[src/rtl/fifo_wr_arbiter_pkg.sv]
// Shared definitions for the FIFO write-port arbiter: FSM encoding and a
// constant clog2 helper used to size the beat counter and priority pointer.
package fifo_arb_pkg;

  typedef enum logic {
    IDLE  = 1'b0,
    BURST = 1'b1
  } state_e;

  // Ceiling log2, minimum result 1 so single-value ranges still get a bit.
  function automatic int clog2(input int value);
    int res;
    res = 1;
    for (int i = 1; i < 32; i++) begin
      if ((1 << i) < value) begin
        res = i + 1;
      end
    end
    return res;
  endfunction

endpackage

[src/rtl/fifo_wr_arbiter_if.sv]
// Requester/FIFO bus shared between producers, the arbiter and the FIFO
// write pins. "master" is the producer/FIFO side, "slave" is the arbiter.
interface fifo_wr_arbiter_if #(
  parameter int DATA_WIDTH = 8,
  parameter int NUM_REQ    = 4
);
  logic [NUM_REQ-1:0]            req_valid;
  logic [NUM_REQ*DATA_WIDTH-1:0] req_data;
  logic [NUM_REQ-1:0]            req_ack;
  logic [NUM_REQ-1:0]            grant;
  logic                          busy;
  logic                          fifo_full;
  logic                          fifo_wren;
  logic [DATA_WIDTH-1:0]         fifo_wrdata;

  modport master (
    output req_valid, req_data, fifo_full,
    input  req_ack, grant, busy, fifo_wren, fifo_wrdata
  );

  modport slave (
    input  req_valid, req_data, fifo_full,
    output req_ack, grant, busy, fifo_wren, fifo_wrdata
  );
endinterface

[src/rtl/fifo_wr_arbiter_rr_pick.sv]
// Combinational round-robin picker: first set request bit found scanning
// upward from the slot after last_ptr, wrapping modulo NUM_REQ.
module rr_pick #(
  parameter int NUM_REQ = 4,
  parameter int PTR_W   = 2
) (
  input  logic [NUM_REQ-1:0] req,
  input  logic [PTR_W-1:0]   last_ptr,
  output logic [NUM_REQ-1:0] winner,
  output logic               any_req
);
  logic             found;
  logic [PTR_W-1:0] idx;

  // Rotating priority scan; the first hit claims the one-hot winner.
  always_comb begin
    winner = '0;
    found  = 1'b0;
    idx    = '0;
    for (int k = 1; k <= NUM_REQ; k++) begin
      idx = PTR_W'((int'(last_ptr) + k) % NUM_REQ);
      if (!found && req[idx]) begin
        winner[idx] = 1'b1;
        found       = 1'b1;
      end
    end
  end

  assign any_req = |req;

endmodule

[src/rtl/fifo_wr_arbiter.sv]
// Round-robin arbiter sharing one FIFO write port among NUM_REQ producers.
// A grant lasts up to MAX_BURST written beats; IDLE costs one bubble cycle.
module fifo_wr_arbiter
  import fifo_arb_pkg::*;
#(
  parameter int DATA_WIDTH = 8,
  parameter int NUM_REQ    = 4,
  parameter int MAX_BURST  = 4
) (
  input  logic             wrclk,
  input  logic             wrrst,
  fifo_wr_arbiter_if.slave bus
);
  localparam int PTR_W = clog2(NUM_REQ);
  localparam int CNT_W = clog2(MAX_BURST + 1);
  localparam logic [CNT_W-1:0] LAST_BEAT = CNT_W'(MAX_BURST - 1);
  localparam logic [PTR_W-1:0] PTR_RST   = PTR_W'(NUM_REQ - 1);

  state_e               state_q, state_d;
  logic [NUM_REQ-1:0]   grant_q, grant_d;
  logic                 busy_q, busy_d;
  logic [CNT_W-1:0]     beat_cnt_q, beat_cnt_d;
  logic [PTR_W-1:0]     last_ptr_q, last_ptr_d;
  logic [PTR_W-1:0]     gidx_q, gidx_d;

  logic [NUM_REQ-1:0]   pick_onehot;
  logic                 pick_any;
  logic [PTR_W-1:0]     pick_idx;
  logic                 g_valid;
  logic                 accept;
  logic [DATA_WIDTH-1:0] wrdata;

  rr_pick #(
    .NUM_REQ (NUM_REQ),
    .PTR_W   (PTR_W)
  ) u_pick (
    .req      (bus.req_valid),
    .last_ptr (last_ptr_q),
    .winner   (pick_onehot),
    .any_req  (pick_any)
  );

  // Encode the picker's one-hot winner into an index for the data mux.
  always_comb begin
    pick_idx = '0;
    for (int i = 0; i < NUM_REQ; i++) begin
      if (pick_onehot[i]) begin
        pick_idx = PTR_W'(i);
      end
    end
  end

  // A beat is written only for the granted requester when the FIFO has room.
  always_comb begin
    g_valid = bus.req_valid[gidx_q];
    accept  = (state_q == BURST) && g_valid && !bus.fifo_full;
  end

  // Granted requester's data; zero while idle.
  always_comb begin
    wrdata = '0;
    if (state_q == BURST) begin
      for (int i = 0; i < NUM_REQ; i++) begin
        if (gidx_q == PTR_W'(i)) begin
          wrdata = bus.req_data[i*DATA_WIDTH +: DATA_WIDTH];
        end
      end
    end
  end

  // Write strobe and ack are suppressed during reset so no beat is lost.
  assign bus.fifo_wren   = accept && !wrrst;
  assign bus.req_ack     = (accept && !wrrst) ? grant_q : '0;
  assign bus.fifo_wrdata = wrdata;
  assign bus.grant       = grant_q;
  assign bus.busy        = busy_q;

  // Next-state: arbitration in IDLE, burst counting / termination in BURST.
  always_comb begin
    state_d    = state_q;
    grant_d    = grant_q;
    busy_d     = busy_q;
    beat_cnt_d = beat_cnt_q;
    last_ptr_d = last_ptr_q;
    gidx_d     = gidx_q;
    case (state_q)
      IDLE: begin
        if (pick_any) begin
          state_d    = BURST;
          grant_d    = pick_onehot;
          gidx_d     = pick_idx;
          beat_cnt_d = '0;
          busy_d     = 1'b1;
        end
      end
      BURST: begin
        if (!g_valid || (accept && (beat_cnt_q == LAST_BEAT))) begin
          state_d    = IDLE;
          grant_d    = '0;
          busy_d     = 1'b0;
          beat_cnt_d = '0;
          last_ptr_d = gidx_q;
        end else if (accept) begin
          beat_cnt_d = beat_cnt_q + CNT_W'(1);
        end
      end
      default: begin
        state_d = IDLE;
      end
    endcase
  end

  // State and registered outputs; reset gives requester 0 first priority.
  always_ff @(posedge wrclk) begin
    if (wrrst) begin
      state_q    <= IDLE;
      grant_q    <= '0;
      busy_q     <= 1'b0;
      beat_cnt_q <= '0;
      last_ptr_q <= PTR_RST;
      gidx_q     <= '0;
    end else begin
      state_q    <= state_d;
      grant_q    <= grant_d;
      busy_q     <= busy_d;
      beat_cnt_q <= beat_cnt_d;
      last_ptr_q <= last_ptr_d;
      gidx_q     <= gidx_d;
    end
  end

endmodule

[src/flat_wrapper.sv]
// flat-port wrapper written by rule: the top's interface ports become plain ports
module fifo_wr_arbiter_flat import fifo_arb_pkg::*;
#(
  parameter int DATA_WIDTH = 8,
  parameter int NUM_REQ    = 4,
  parameter int MAX_BURST  = 4
)
  (wrclk, wrrst, bus_req_valid, bus_req_data, bus_fifo_full, bus_req_ack, bus_grant, bus_busy, bus_fifo_wren, bus_fifo_wrdata);
  fifo_wr_arbiter_if #(.DATA_WIDTH(DATA_WIDTH), .NUM_REQ(NUM_REQ)) bus_i ();
  input  logic wrclk;
  input  logic wrrst;
  input wire logic [$bits(bus_i.req_valid)-1:0] bus_req_valid;
  input wire logic [$bits(bus_i.req_data)-1:0] bus_req_data;
  input wire logic [$bits(bus_i.fifo_full)-1:0] bus_fifo_full;
  output wire logic [$bits(bus_i.req_ack)-1:0] bus_req_ack;
  output wire logic [$bits(bus_i.grant)-1:0] bus_grant;
  output wire logic [$bits(bus_i.busy)-1:0] bus_busy;
  output wire logic [$bits(bus_i.fifo_wren)-1:0] bus_fifo_wren;
  output wire logic [$bits(bus_i.fifo_wrdata)-1:0] bus_fifo_wrdata;
  assign bus_i.req_valid = bus_req_valid;
  assign bus_i.req_data = bus_req_data;
  assign bus_i.fifo_full = bus_fifo_full;
  assign bus_req_ack = bus_i.req_ack;
  assign bus_grant = bus_i.grant;
  assign bus_busy = bus_i.busy;
  assign bus_fifo_wren = bus_i.fifo_wren;
  assign bus_fifo_wrdata = bus_i.fifo_wrdata;
  fifo_wr_arbiter #(.DATA_WIDTH(DATA_WIDTH), .NUM_REQ(NUM_REQ), .MAX_BURST(MAX_BURST)) u_core (.wrclk(wrclk), .wrrst(wrrst), .bus(bus_i));
endmodule
[config.mk]
export PLATFORM = sky130hd
export DESIGN_NAME = fifo_wr_arbiter_flat
export DESIGN_NICKNAME = d
export VERILOG_FILES = /design/src/rtl/fifo_wr_arbiter_pkg.sv /design/src/rtl/fifo_wr_arbiter_if.sv /design/src/rtl/fifo_wr_arbiter_rr_pick.sv /design/src/rtl/fifo_wr_arbiter.sv /design/src/flat_wrapper.sv
export SDC_FILE = /design/constraint.sdc
export NUM_CORES = 1
export LEC_CHECK = 0
export ABC_AREA = 1
export ABC_CLOCK_PERIOD_IN_PS = 5150
export CORE_MARGIN = 4
export CORE_UTILIZATION = 50
export CTS_CLUSTER_DIAMETER = 200
export DETAILED_ROUTE_END_ITERATION = 16
export GPL_ROUTABILITY_DRIVEN = 0
export PLACE_DENSITY_LB_ADDON = 0.15
export REMOVE_ABC_BUFFERS = 1
export SYNTH_ARGS = -nofsm -noshare
export SYNTH_HDL_FRONTEND = slang
export SYNTH_SLANG_ARGS = --single-unit
[constraint.sdc]
create_clock -name wrclk -period 5.15 [get_ports wrclk]
set_clock_uncertainty 0.2 [all_clocks]
set_input_delay 1.545 -clock wrclk [delete_from_list [all_inputs] [get_ports wrclk]]
set_output_delay 1.545 -clock wrclk [all_outputs]
set_load 0.02 [all_outputs]
# Word level (Yosys, flattened, before mapping)
# Index checks and enable logic that the tools add are counted.
# Widths: inputs -> output; s select.
word_totals:
  regBits: 102
  in_bits: 39
  mem_bits_ro: 0
  latch_bits: 0
  mem_bits_rw: 0
  word_cells: 110
  out_inout_bits: 18
  mem_count: 0
classes:
  shifts: 0
  add_sub_neg: 5
  bitwise_logic: 8
  n_mux: 47
  multipliers: 0
  div: 0
  n_eq_ne: 7
  n_lt_le_gt_ge: 9
  n_reduce_logical: 28
op_table:
  columns: ["operator", "n"]
  rows:
  - ["$lt 32x3->1 const B", 5]
  - ["$mux 32", 5]
  - ["$ge 32x1->1 const B", 4]
  - ["$eq 32x2->1 const B", 3]
  - ["$add 32x3->32 const B", 2]
  - ["$pmux 32 s2", 1]
  - ["$mux 8", 5]
  - ["$add 32x1->32 const B", 1]
  - ["$add 32x2->32 const B", 1]
  - ["$add 32x4->32 const B", 1]
  - ["$eq 32x1->1 const B", 1]
  - ["$logic_not 32->1", 1]
  - ["$mux 4", 7]
  - ["$mux 1", 17]
  - ["$or 4x4->4", 3]
  - ["$logic_and 1x1->1", 11]
  - ["$bmux 1 s2", 5]
  - ["$demux 1 s2", 4]
  - ["$pmux 4 s2", 1]
  - ["$reduce_and 2->1", 4]
  - ["$reduce_or 2->1", 4]
  - ["$logic_not 1->1", 6]
  - ["$and 1x1->1", 4]
  - ["$pmux 1 s2", 2]
  - ["6 further kinds", 6]

# Longest topological paths before layout
# Gate-level depths: netlist of run 1.
depth:
  word_depth: 18
  depth_mapped: 14
  ltp_nobuf: 13

# By module
# A second synthesis of run 1 with hierarchy kept.
hier_totals:
  cells_unflattened: 568
  area_unflattened_um2: 3374.5
by_module_without_submodules:
  columns: ["mod", "seq_area_each_um2", "area_each_um2", "cells_each", "instances"]
  rows:
  - ["fifo_wr_arbiter", 840.8, 2687.6, 425, 1]
  - ["rr_pick", 0.0, 686.9, 143, 1]

# Worst setup path after synthesis of run 1
# OpenSTA, ideal clock, no wires.
synth_timing:
  path_type: "input-to-output"
  start: "in bus_req_valid[1]"
  end: "out bus_req_ack[0]"
  slack_ns: 1.151
  arrival_time_ns: 2.254
  path_stages: 6
  required_ns: 3.405
  path_cell_list: "nand3_2 -> nand4_4 -> inv_2 -> nor2_1 -> nand2_1 -> nor2_1"
synth_via:
  elab_chain_cells: 6
synth_rtl:
  columns: ["item", "line_no", "text"]
  rows:
  - ["start, declared", "flat_wrapper.sv:12", "input wire logic [$bits(bus_i.req_valid)-1:0] bus_req_valid;"]
  - ["$bmux 1 s2", "fifo_wr_arbiter.sv:55", "g_valid = bus.req_valid[gidx_q];"]
  - ["$mux 1 (not written as such)", "fifo_wr_arbiter.sv:55", null]
  - ["$logic_and 1x1->1 (2 in series)", "fifo_wr_arbiter.sv:56", "accept = (state_q == BURST) && g_valid && !bus.fifo_full;"]
  - ["$logic_and 1x1->1", "fifo_wr_arbiter.sv:73", "assign bus.req_ack = (accept && !wrrst) ? grant_q : '0;"]
  - ["$mux 4", "fifo_wr_arbiter.sv:73", null]
  - ["end, declared", "flat_wrapper.sv:15", "output wire logic [$bits(bus_i.req_ack)-1:0] bus_req_ack;"]
# Every way passes these cells. The select of a mux whose other input is x is not followed.

# Worst setup path after layout of run 1
layout_timing:
  start: "in bus_req_valid[1]"
  end: "out bus_req_ack[2]"
# Same word-level chain as after synthesis.

==> results.txt, run 1 <==
Run status: finished clean
Crit path max-delay cell type: clkdlybuf4s50_1
HP Class: register to register
Clock power frac: 17.4%
Fmax: 198 MHz
Seq. cell area: 841 sq um
R2r startpoint: u_core.last_ptr_q[0]
Crit. End Element: output pin
Mapped Cells: 488
Comb pwr share: 50.3%
DR DRC count: 0
Commonest non-fill, non-tap cell in the layout: nand2_1
Fin Setup TNS: 0 ns
Setup Fix Bufs, Post-CTS: 0
DP HPWL: 5940 microns
Clk Tree Root Cell: clkbuf_8
First-pass GRT wire length: 13300 microns
CP Launch Type: primary input
Final setup viols: 0
P_leak: 1.47 nW
Register-to-Register Setup Slack: 2.50 ns
RSZ-0062 raised after global routing: false
Crit path buffers/inverters: 3
Die height: 87.3 microns
Post-synth top flop: dfxtp_1
Setup CP Type: primary input to output pin
Die footprint: 7620 sq um
H-tree Lvls: 2
Final min period: 5.05 ns
Avg Cell Area, Syn: 6.44 sq um
Most frequent cells in the layout: nand2_1 (102), nor2_1 (70), inv_1 (59), clkdlybuf4s50_1 (56), nand3_1 (48)
Largest net degree at the start of global routing: 51
Initial Util: 52.2%
GRT Total Usage: 21.3%
Max-cap viol count: 0
Worst slew pin tran: 0.559 ns
Drt via density: 5.23
Worst-path cell chain: clkdlybuf4s50_1 -> nand3_2 -> nand4_4 -> inv_2 -> nor2_1 -> nand2_2 -> nor2_1 -> clkdlybuf4s50_1
Area occupied by multi-input gates: 1930 sq um
Net load switching power: 587 uW
Max-slew headroom: 62.7%
Yosys warnings: 0
Period utilisation layout: 98.0%
Starting DRT DRC Count: 159
Share of power burned in registers: 32.3%
Placed Area: 3730 sq um
Power Density: 338 nW/um^2
Ports: 57
Worst-path maximum fanout: 5
EDFF count, synth: 0
Crit path max-delay family: buffers and inverters
Req. time, crit path: 3.41 ns
Worst reg2reg path depth: 13
Min-Delay Path Depth: 2
Async SR Flop Fraction: 0%
WP depth: 8
Cell area after layout: 3830 sq um
Grt ovf: 0
CP peak stage delay: 0.61 ns
Share of post-route cells with drive strength above 1: 10.8%
Core Region: 6030 sq um
Synthesis-to-finish area growth: 21.8%
Via count: 3244
Final WL: 7960 microns
TritonCTS clock tree: built
Core Rows: 28
Fin. max-slew vios: 0
Fillers: 568
Hold Crit Start: u_core.bus.busy
Sequential share of the synthesized area: 26.7%
Final hold violation count: 0
Final net count: 592
Port buffer count: 56
Clk Latency, worst-skew pair: 0.30 ns
Worst Hold Endpoint: u_core.bus.busy
Wire per inst: 12.8 microns
Drt pass-1 iters: 4
VDD IR max: 196 uV
Synth Register Bits: 42
Syn Std Cell Area: 3140 sq um
Clock Path Buffers: 2
Antenna violations before repair: 0
CTS sink cnt: 42
Pint: 707 uW
Distinct cells, synth: 32
Post-route ant nets: 0
Vias in the first global route: 2961
Data arrival time of the worst path: 3.30 ns
Clock edge transition at the registers on the reported setup and hold paths: 0.08 ns
Die width: 87.3 microns
CTS Buf Count: 5
Switching share of power: 45.4%
RR Endpoint: u_core.gidx_q[0]
Number of diodes: 0
==> per-layer routing <==
| metal | wire [microns] | part of all wire (%) | up-vias | global-route usage (%) |
|---|---|---|---|---|
| li1 | - | - | 1695 | - |
| met1 | 3790 | 48 | 1484 | 28.6 |
| met2 | 3830 | 48 | 57 | 36.0 |
| met3 | 262 | 3.3 | 8 | 4.07 |
| met4 | 79 | 0.99 | 0 | 3.35 |
| met5 | 0 | 0 | - | 0 |
==> logic make-up after synthesis <==
logic type      Yosys count  share of synthesized area, %
flops                    42                          26.7
buf+inv                  79                          11.9
fa+ha+maj                 9                          3.58
simple gates            288                          44.8
compound gates           61                          10.4
xor+xnor                  9                          2.51
==> worst register-to-register path, delay by kind of cell, from the launching register on <==
family	cells	cell delay (ns)
fa+ha+maj	1	0.37
simple gates	10	1.14
flops	1	0.67
buf+inv	2	0.24
==> Yosys cell counts (8+ instances only) <==
cell type,n,share of area [%]
nor3_1,17,2.7
nand2_1,103,12
nor3_2,15,4.8
ha_1,9,3.6
nand3_1,48,7.6
xor2_1,8,2.2
nand4_1,12,2.4
a21oi_1,40,6.4
buf_6,8,2.9
o21ai_0,14,2.2
inv_1,59,7.0
dfxtp_1,42,27
nor2_1,70,8.4
==> area by class of cell <==
type	count	area share, %
repair buffers	65	16.4
clock buffers	6	2.16
clock inverters	2	0.327
well taps	75	2.45
inverters	63	6.31
flip-flops and latches	42	22.0
multi-input cells	367	50.4
==> worst max path at each step <==
| stage | startpoint | end |
|---|---|---|
| finish | bus_req_valid[1] | bus_req_ack[2] |
| global route | bus_req_valid[1] | bus_req_ack[0] |
| CTS | bus_req_valid[1] | bus_req_ack[2] |
| detailed placement | bus_req_valid[1] | bus_req_ack[2] |
| global placement | bus_req_valid[1] | bus_req_ack[2] |
| floorplan | bus_req_valid[1] | bus_req_ack[0] |
==> through the flow <==
stage / power, mW / cells / hold WS [ns] / util, % / worst slack [ns]
final: 1.29 / 620 / 0.257 / 63.6 / 0.104
after global routing: 1.38 / 620 / 0.277 / 63.6 / 0.0148
after CTS: 1.29 / 620 / 0.261 / 63.5 / 0.0167
after detailed placement: 1.07 / 612 / 0.247 / 61.9 / 0.0154
after global placement: 1.06 / 612 / 0.238 / 61.9 / 0.0632
after floorplan: 0.836 / 472 / 0.268 / - / 1.13
==> state kept, by name, indices dropped and copies added, names as in the netlist <==
signal / cells
u_core.last_ptr_q: 2
u_core.bus.grant: 4
u_core.bus.busy: 1
u_core.gidx_q: 2
u_core.state_q: 1
u_core.beat_cnt_q: 32
==> power groups by stage <==
stage                     combinational [mW]  clock, mW  sequential (mW)
after global routing                   0.714      0.243            0.425
after detailed placement               0.646          0            0.424
after floorplan                        0.417          0            0.419
final                                  0.651      0.225            0.417
after CTS                              0.649      0.226            0.417
after global placement                 0.638          0            0.423
==> repair_timing <==
| item | 4_1_cts | 5_1_grt |
|---|---|---|
| setup endpoints to repair | 0 | 5 |
| gates resized for setup | 0 | 1 |
| hold buffers | 0 | 0 |
Power figures use the tool's default switching activity.
==> run 2, diff against run 1 <==
--- a/config.mk
+++ b/config.mk
@@ -6,7 +6,6 @@
 export NUM_CORES = 1
 export LEC_CHECK = 0
 export ABC_AREA = 1
-export ABC_CLOCK_PERIOD_IN_PS = 5150
 export CORE_MARGIN = 4
 export CORE_UTILIZATION = 50
 export CTS_CLUSTER_DIAMETER = 200
==> results of run 2 <==
No change in the layout: final DEF, timing and power equal those of run 1.
